`config.mk`:
```
export PLATFORM = sky130hd
export DESIGN_NAME = accum_wr_ctrl_flat
export DESIGN_NICKNAME = d
export VERILOG_FILES = /design/src/rtl/accum_wr_ctrl_if.sv /design/src/rtl/accum_wr_ctrl.sv /design/src/flat_wrapper.sv
export SDC_FILE = /design/constraint.sdc
export NUM_CORES = 1
export LEC_CHECK = 0
export CAP_MARGIN = 20
export CORE_MARGIN = 2
export CORE_UTILIZATION = 46
export DETAILED_ROUTE_END_ITERATION = 8
export PLACE_DENSITY = 0.86
export SETUP_SLACK_MARGIN = 0.15
export SLEW_MARGIN = 20
export SYNTH_ARGS = -nofsm -noshare
export SYNTH_HDL_FRONTEND = slang
export SYNTH_SLANG_ARGS = --single-unit
```
`constraint.sdc`:
```
create_clock -name clk -period 2.4 [get_ports clk]
set_clock_uncertainty 0.1 [all_clocks]
set_input_delay 0.72 -clock clk [delete_from_list [all_inputs] [get_ports clk]]
set_output_delay 0.72 -clock clk [all_outputs]
set_load 0.02 [all_outputs]
```
`src/rtl/accum_wr_ctrl_if.sv`:
```
// accum_wr_ctrl_if: pixel stream, accumulator write and row-bank request signals
interface accum_wr_ctrl_if #(
    parameter int ROW_AW = 8
);
    logic              pix_valid;
    logic              pix_ready;
    logic [11:0]       pix_data;
    logic              acc_we;
    logic [11:0]       acc_wdata;
    logic [7:0]        acc_col_cnt;
    logic              row_wr_req;
    logic [ROW_AW-1:0] row_wr_addr;
    logic              row_wr_ack;

    modport master (
        input  pix_valid, pix_data, row_wr_ack,
        output pix_ready, acc_we, acc_wdata, acc_col_cnt, row_wr_req, row_wr_addr
    );

    modport slave (
        output pix_valid, pix_data, row_wr_ack,
        input  pix_ready, acc_we, acc_wdata, acc_col_cnt, row_wr_req, row_wr_addr
    );
endinterface

```
`src/rtl/accum_wr_ctrl.sv`:
```
// accum_wr_ctrl: write-side frame/row sequencer for the ping-pong row accumulator
module accum_wr_ctrl #(
    parameter int ROWS   = 240,
    parameter int ROW_AW = 8
) (
    input  logic                   clk,
    input  logic                   rst_n,
    input  logic                   start,
    input  logic                   abort,
    accum_wr_ctrl_if.master        bus,
    output logic                   busy,
    output logic                   frame_done
);
    typedef enum logic [2:0] {IDLE, FILL, SWAP, DRAIN, DONE} state_t;

    state_t            state, state_nxt;
    logic [7:0]        pix_idx;
    logic [ROW_AW-1:0] row_idx;
    logic              req_pend;
    logic              rdy;
    logic              accept;
    logic              last_row;

    assign last_row = row_idx == ROW_AW'(ROWS - 1);

    // State register
    always_ff @(posedge clk or negedge rst_n) begin
        if (!rst_n) state <= IDLE;
        else        state <= state_nxt;
    end

    // Next state and handshake/accumulator outputs; abort beats everything
    always_comb begin
        rdy             = state == FILL && !(pix_idx == 8'hFF && req_pend);
        accept          = bus.pix_valid && rdy;
        bus.pix_ready   = rdy;
        bus.acc_we      = accept;
        bus.acc_wdata   = bus.pix_data;
        bus.acc_col_cnt = state == SWAP ? 8'h00 : 8'hFF;
        bus.row_wr_req  = req_pend;
        busy            = state != IDLE;
        frame_done      = state == DONE;
        state_nxt       = state;
        case (state)
            IDLE:    state_nxt = start ? FILL : IDLE;
            FILL:    state_nxt = accept && pix_idx == 8'hFF ? SWAP : FILL;
            SWAP:    state_nxt = last_row ? DRAIN : FILL;
            DRAIN:   state_nxt = bus.row_wr_ack && req_pend ? DONE : DRAIN;
            default: state_nxt = IDLE;
        endcase
        if (abort) state_nxt = IDLE;
    end

    // Pixel/row counters and the pending row-write request (new request wins over ack)
    always_ff @(posedge clk or negedge rst_n) begin
        if (!rst_n) begin
            pix_idx         <= '0;
            row_idx         <= '0;
            req_pend        <= 1'b0;
            bus.row_wr_addr <= '0;
        end else if (abort) begin
            pix_idx  <= '0;
            row_idx  <= '0;
            req_pend <= 1'b0;
        end else begin
            if (state == IDLE && start) begin
                pix_idx <= '0;
                row_idx <= '0;
            end
            if (accept) pix_idx <= pix_idx + 8'd1;
            if (state == SWAP) begin
                req_pend        <= 1'b1;
                bus.row_wr_addr <= row_idx;
                if (!last_row) row_idx <= row_idx + 1'b1;
            end else if (bus.row_wr_ack) begin
                req_pend <= 1'b0;
            end
        end
    end
endmodule

```
`src/flat_wrapper.sv`:
```
// flat-port wrapper written by rule: the top's interface ports become plain ports
module accum_wr_ctrl_flat 
#(
    parameter int ROWS   = 240,
    parameter int ROW_AW = 8
)
  (clk, rst_n, start, abort, busy, frame_done, bus_pix_valid, bus_pix_data, bus_row_wr_ack, bus_pix_ready, bus_acc_we, bus_acc_wdata, bus_acc_col_cnt, bus_row_wr_req, bus_row_wr_addr);
  accum_wr_ctrl_if #(.ROW_AW(ROW_AW)) bus_i ();
  input  logic clk;
  input  logic rst_n;
  input  logic start;
  input  logic abort;
  output logic busy;
  output logic frame_done;
  input wire logic [$bits(bus_i.pix_valid)-1:0] bus_pix_valid;
  input wire logic [$bits(bus_i.pix_data)-1:0] bus_pix_data;
  input wire logic [$bits(bus_i.row_wr_ack)-1:0] bus_row_wr_ack;
  output wire logic [$bits(bus_i.pix_ready)-1:0] bus_pix_ready;
  output wire logic [$bits(bus_i.acc_we)-1:0] bus_acc_we;
  output wire logic [$bits(bus_i.acc_wdata)-1:0] bus_acc_wdata;
  output wire logic [$bits(bus_i.acc_col_cnt)-1:0] bus_acc_col_cnt;
  output wire logic [$bits(bus_i.row_wr_req)-1:0] bus_row_wr_req;
  output wire logic [$bits(bus_i.row_wr_addr)-1:0] bus_row_wr_addr;
  assign bus_i.pix_valid = bus_pix_valid;
  assign bus_i.pix_data = bus_pix_data;
  assign bus_i.row_wr_ack = bus_row_wr_ack;
  assign bus_pix_ready = bus_i.pix_ready;
  assign bus_acc_we = bus_i.acc_we;
  assign bus_acc_wdata = bus_i.acc_wdata;
  assign bus_acc_col_cnt = bus_i.acc_col_cnt;
  assign bus_row_wr_req = bus_i.row_wr_req;
  assign bus_row_wr_addr = bus_i.row_wr_addr;
  accum_wr_ctrl #(.ROWS(ROWS), .ROW_AW(ROW_AW)) u_core (.clk(clk), .rst_n(rst_n), .start(start), .abort(abort), .bus(bus_i), .busy(busy), .frame_done(frame_done));
endmodule
```
Word-level counts from Yosys, hierarchy flattened
Index checks and enable logic that the tools add are counted.
{ "word_totals": {"output_inout_bits": 33, "ff_bits": 28, "inputBits": 18} }
{ "classes": {"addsub": 2, "n_reduce_logical": 12, "n_mux": 17, "bitwise": 1, "eq_ne": 6} }
{ "ops": {"columns": ["op", "n"], "rows": [
  ["8-bit 2-to-1 mux", 8],
  ["8-bit by 1-bit adder with 8-bit output (second input constant)", 2],
  ["8-bit equality test (second input constant)", 2],
  ["3-bit case mux with 4 select lines", 1],
  ["3-bit nonzero test", 3],
  ["3-bit by 2-bit equality test with 1-bit output (second input constant)", 2],
  ["1-bit logical AND", 6],
  ["3-bit 2-to-1 mux", 2],
  ["1-bit 2-to-1 mux", 4],
  ["2-bit 2-to-1 mux", 2],
  ["3-bit by 1-bit equality test with 1-bit output (second input constant)", 1],
  ["3-bit equality test (second input constant)", 1],
  ["3-bit zero test", 1],
  ["2-bit AND reduction", 1],
  ["1-bit zero test", 1],
  ["1-bit inverter", 1]
]} }

Longest topological paths before layout
{ "depth": {"depth_word": 9, "mapped_depth": 6} }

Worst setup path after synthesis
OpenSTA, ideal clock, no wires.
{ "synth_timing": {"kind": "register to output", "start": "register u_core.pix_idx[0]", "end": "output port bus_acc_we", "arrival_time_ps": 1457, "setup_slack_ps": 123, "stages_incl_launch_ff": 5, "cell_sequence": "dfrtp_1 ha_1 and3_1 clkbuf_1 a31oi_1"} }
{ "synth_between": {"elab_chain_len": 5} }
{ "synth_rtl": {"columns": ["element", "line_no", "text"], "rows": [
  ["from (decl)", "accum_wr_ctrl.sv:17", "logic [7:0] pix_idx;"],
  ["from (signal assigned)", "accum_wr_ctrl.sv:70", "if (accept) pix_idx <= pix_idx + 8'd1;"],
  ["8-bit equality test", "accum_wr_ctrl.sv:34", "rdy = state == FILL && !(pix_idx == 8'hFF && req_pend);"],
  ["1-bit logical AND", "accum_wr_ctrl.sv:34", null],
  ["1-bit zero test", "accum_wr_ctrl.sv:34", null],
  ["1-bit logical AND", "accum_wr_ctrl.sv:34", null],
  ["1-bit logical AND", "accum_wr_ctrl.sv:35", "accept = bus.pix_valid && rdy;"],
  ["to (decl)", "flat_wrapper.sv:19", "output wire logic [$bits(bus_i.acc_we)-1:0] bus_acc_we;"]
]} }
No other way between the ends.

Worst setup path in the final report
{ "layout_timing": {"start": "register u_core.state[2]", "end": "output port bus_acc_col_cnt[6]"} }
{ "layout_between": {"elab_chain_len": 2} }
{ "layout_rtl": {"columns": ["element", "line_no", "text"], "rows": [
  ["from (decl)", "accum_wr_ctrl.sv:16", "state_t state, state_nxt;"],
  ["from (signal assigned)", "accum_wr_ctrl.sv:29", "else state <= state_nxt;"],
  ["3-bit by 2-bit equality test with 1-bit output", "accum_wr_ctrl.sv:39", "bus.acc_col_cnt = state == SWAP ? 8'h00 : 8'hFF;"],
  ["8-bit 2-to-1 mux", "accum_wr_ctrl.sv:39", null],
  ["to (decl)", "flat_wrapper.sv:21", "output wire logic [$bits(bus_i.acc_col_cnt)-1:0] bus_acc_col_cnt;"]
]} }
No other way between the ends.

==> impl_metrics.ini <==
[power_and_ir_drop]
power.total_uw = 906
p_leak_uw = 0.000964
p_per_area_nw_per_um2 = 441
seqPwrFrac_pct = 53.1
vdd_drop_max_mv = 0.227
pwr-share-clk_pct = 35.1
switching_power_uw = 206
switching_share_pct = 22.7
internal-power_uw = 700
pwr-share-comb_pct = 11.8

[setup_path]
crit_arrival_ps = 1480
critPathKind = register to output pin
r2r_slack_ps = 220
worstReg2RegStart = u_core.state[2]
r2r_end = u_core.row_idx[5]
worst_r2r_path_depth = 8
cp_max_fo = 9
worstPathRequired_ps = 1580
critPathCaptureType = output pin
worstSetupStartpointType = register

[clocking]
root_buffer = clkbuf_4
cts_tree = done
clk_pin_slew_worst_paths_ps = 160
clk_latency_ps = 330
hold_buffers = 0
cts_made_buffers = 3
clockBufferDepth = 2
cts.sinks = 28
htreeDepth = 1

[synthesis]
syn_area_sq_um = 1580
synth_nets = 172
async_flop_share_pct = 100
ys.flop_type = dfrtp_1
synth.distinct_cells = 45
ys_warn_count = 0
ys_seq_area_share_pct = 44.3
synth_seq_cells = 28
synth_edf_count = 0
postSynthCellCount = 152
syn_area_per_cell_sq_um = 10.4

[floorplanning]
die-area_sq_um = 3930
io_pins = 51
initial_core_util_pct = 47.8
core_area_sq_um = 3310
die_x_microns = 62.7
rows = 21
die-height_microns = 62.7

[timing]
setup_tns_ps = 0
worst_pin_slew_ps = 431
fin_crit_sh_pct = 95.8
hold_viol = 0
slew_viol_final = 0
clock.fmax_mhz = 435
max_slew_margin_pct = 71.0
rsz0062_at_grt = true
period_needed_ps = 2300
hold_slack_ps = 427
final-setup-viol-count = 0

[hold_path]
hp-class = register to register
hold_end = u_core.bus.row_wr_addr[7]
whs_path_depth = 1
hold_start = u_core.bus.row_wr_addr[7]

[layout]
final_area_sq_um = 2060
nNetsFinal = 210
final_layout_size_suffix_gt1_share_pct = 38.1
fill_cells = 254
antenna-diode-count = 0
syn_to_final_growth_pct = 29.9

[placed_design]
place_area_sq_um = 1930
place.gp.congestion = 0.794
io_buffers = 26
hpwlAfterDp_microns = 2640

[detailed_routing]
drtAntennaViolNets = 0
drtIter0Drc = 75
dr.pass1.iters = 4
via_per_inst = 5.94
wl_microns = 3790
avgRoutedWirePerCell_microns = 16.1
drc = 0
vias = 1396

[global_route]
grt_pass1_wl_microns = 6570
grt_pass1_vias = 1469
grt_usage_pct = 20.2
grt_overflow_total = 0
grt_max_degree = 29
antenna_found_initial = 0

[outcome]
outcome = complete, no violations

[job]
drv_cap = 0
[cells in the final DEF (no fill, tap or decap), drive strengths merged, types with 4 or more instances in the layout]
cell,n
buf,43
dfrtp,28
clkdlybuf4s50,12
mux2,10
a21oi,9
nand3,9
nor3,7
and3,6
nand2,5
nor2,5
clkbuf,4
nor3b,4
[repair_timing]
action / in CTS / in global routing
resized for setup: 60 / 13
setup buffers: 5 / 2
endpoints found under the setup margin: 14 / 13
pin swaps: 3 / 0
[area by class of cell]
type	instances	area [sq um]	area share (%)
multi-input cells	97	761	37.0
flip-flops and latches	28	702	34.1
repair buffers	58	473	23.0
well taps	46	57.6	2.80
clock inverters	1	30.0	1.46
clock buffers	3	22.5	1.10
inverters	2	10.0	0.487
[routing by layer]
metal / up-vias / wire length [microns] / global-route usage [%]
li1: 627 / - / -
met1: 696 / 1550 / 24.0
met2: 69 / 2000 / 36.4
met3: 4 / 191 / 2.88
met4: 0 / 44 / 8.61
met5: - / 0 / 0
[power by group through the flow]
stage	sequential [uW]	clock (uW)	combinational (uW)
floorplan	495	0	64.2
global placement	490	0	90.2
detailed placement	491	0	92.4
CTS	481	318	99.4
global route	482	333	115
finish	481	318	107
[sequential cells by signal (all words and copies together), names as in the netlist]
| register | cells |
|---|---|
| u_core.row_idx | 8 |
| u_core.pix_idx | 8 |
| u_core.bus.row_wr_req | 1 |
| u_core.state | 3 |
| u_core.bus.row_wr_addr | 8 |
[how the worst max path moves through the flow]
stage,start,endpoint,depth (start not counted)
global placement,bus_pix_valid,bus_acc_we,4
CTS,u_core.state[2],busy,3
floorplan,bus_pix_valid,u_core.state[0],4
detailed placement,bus_pix_valid,bus_acc_we,4
finish,u_core.state[2],bus_acc_col_cnt[6],5
global route,u_core.state[2],bus_acc_col_cnt[6],5
[logic make-up after synthesis]
group / synth area share, %
xor gates and xnor gates: 0.553
buffers and inverters: 11.2
AOI/OAI and AO/OA: 14.5
DFF: 44.3
adders and majority gates: 1.58
and+or+nand+nor: 20.2
muxes: 7.75
[metrics by stage]
step           setup slack (ps)  instances  util [%]
3_3_place_gp               -651        224      58.2
2_1_floorplan               303        152         -
4_1_cts                    58.9        233      60.2
5_1_grt                    37.7        235      62.1
6_report                   99.6        235      62.1
3_5_place_dp               -660        224      58.2
[critical path: stages (launching register included)]
cell	delay, ps
dfrtp_1	410
buf_4	130
buf_4	140
nor3b_4	220
inv_4	80
buf_2	160
[Yosys cell counts, types with 2 or more instances]
cell	n	share of area (%)
a21oi_1	9	2.8
o22ai_1	3	1.2
nor3_1	7	2.2
or4_1	2	0.95
buf_4	19	9.0
or4b_1	2	1.3
a31oi_1	3	1.2
and3_1	6	2.4
a21o_1	2	0.95
a22o_1	3	1.7
nand4_1	2	0.79
clkbuf_1	4	0.95
dfrtp_1	28	44
ha_1	2	1.6
nor2_1	4	0.95
a211o_1	2	1.1
buf_2	2	0.63
nand2_1	5	1.2
mux2_2	10	7.1
nor3b_1	3	1.4
o31ai_1	2	0.95
nand3_1	9	2.8
No activity file was read; power rests on OpenSTA's default activity.
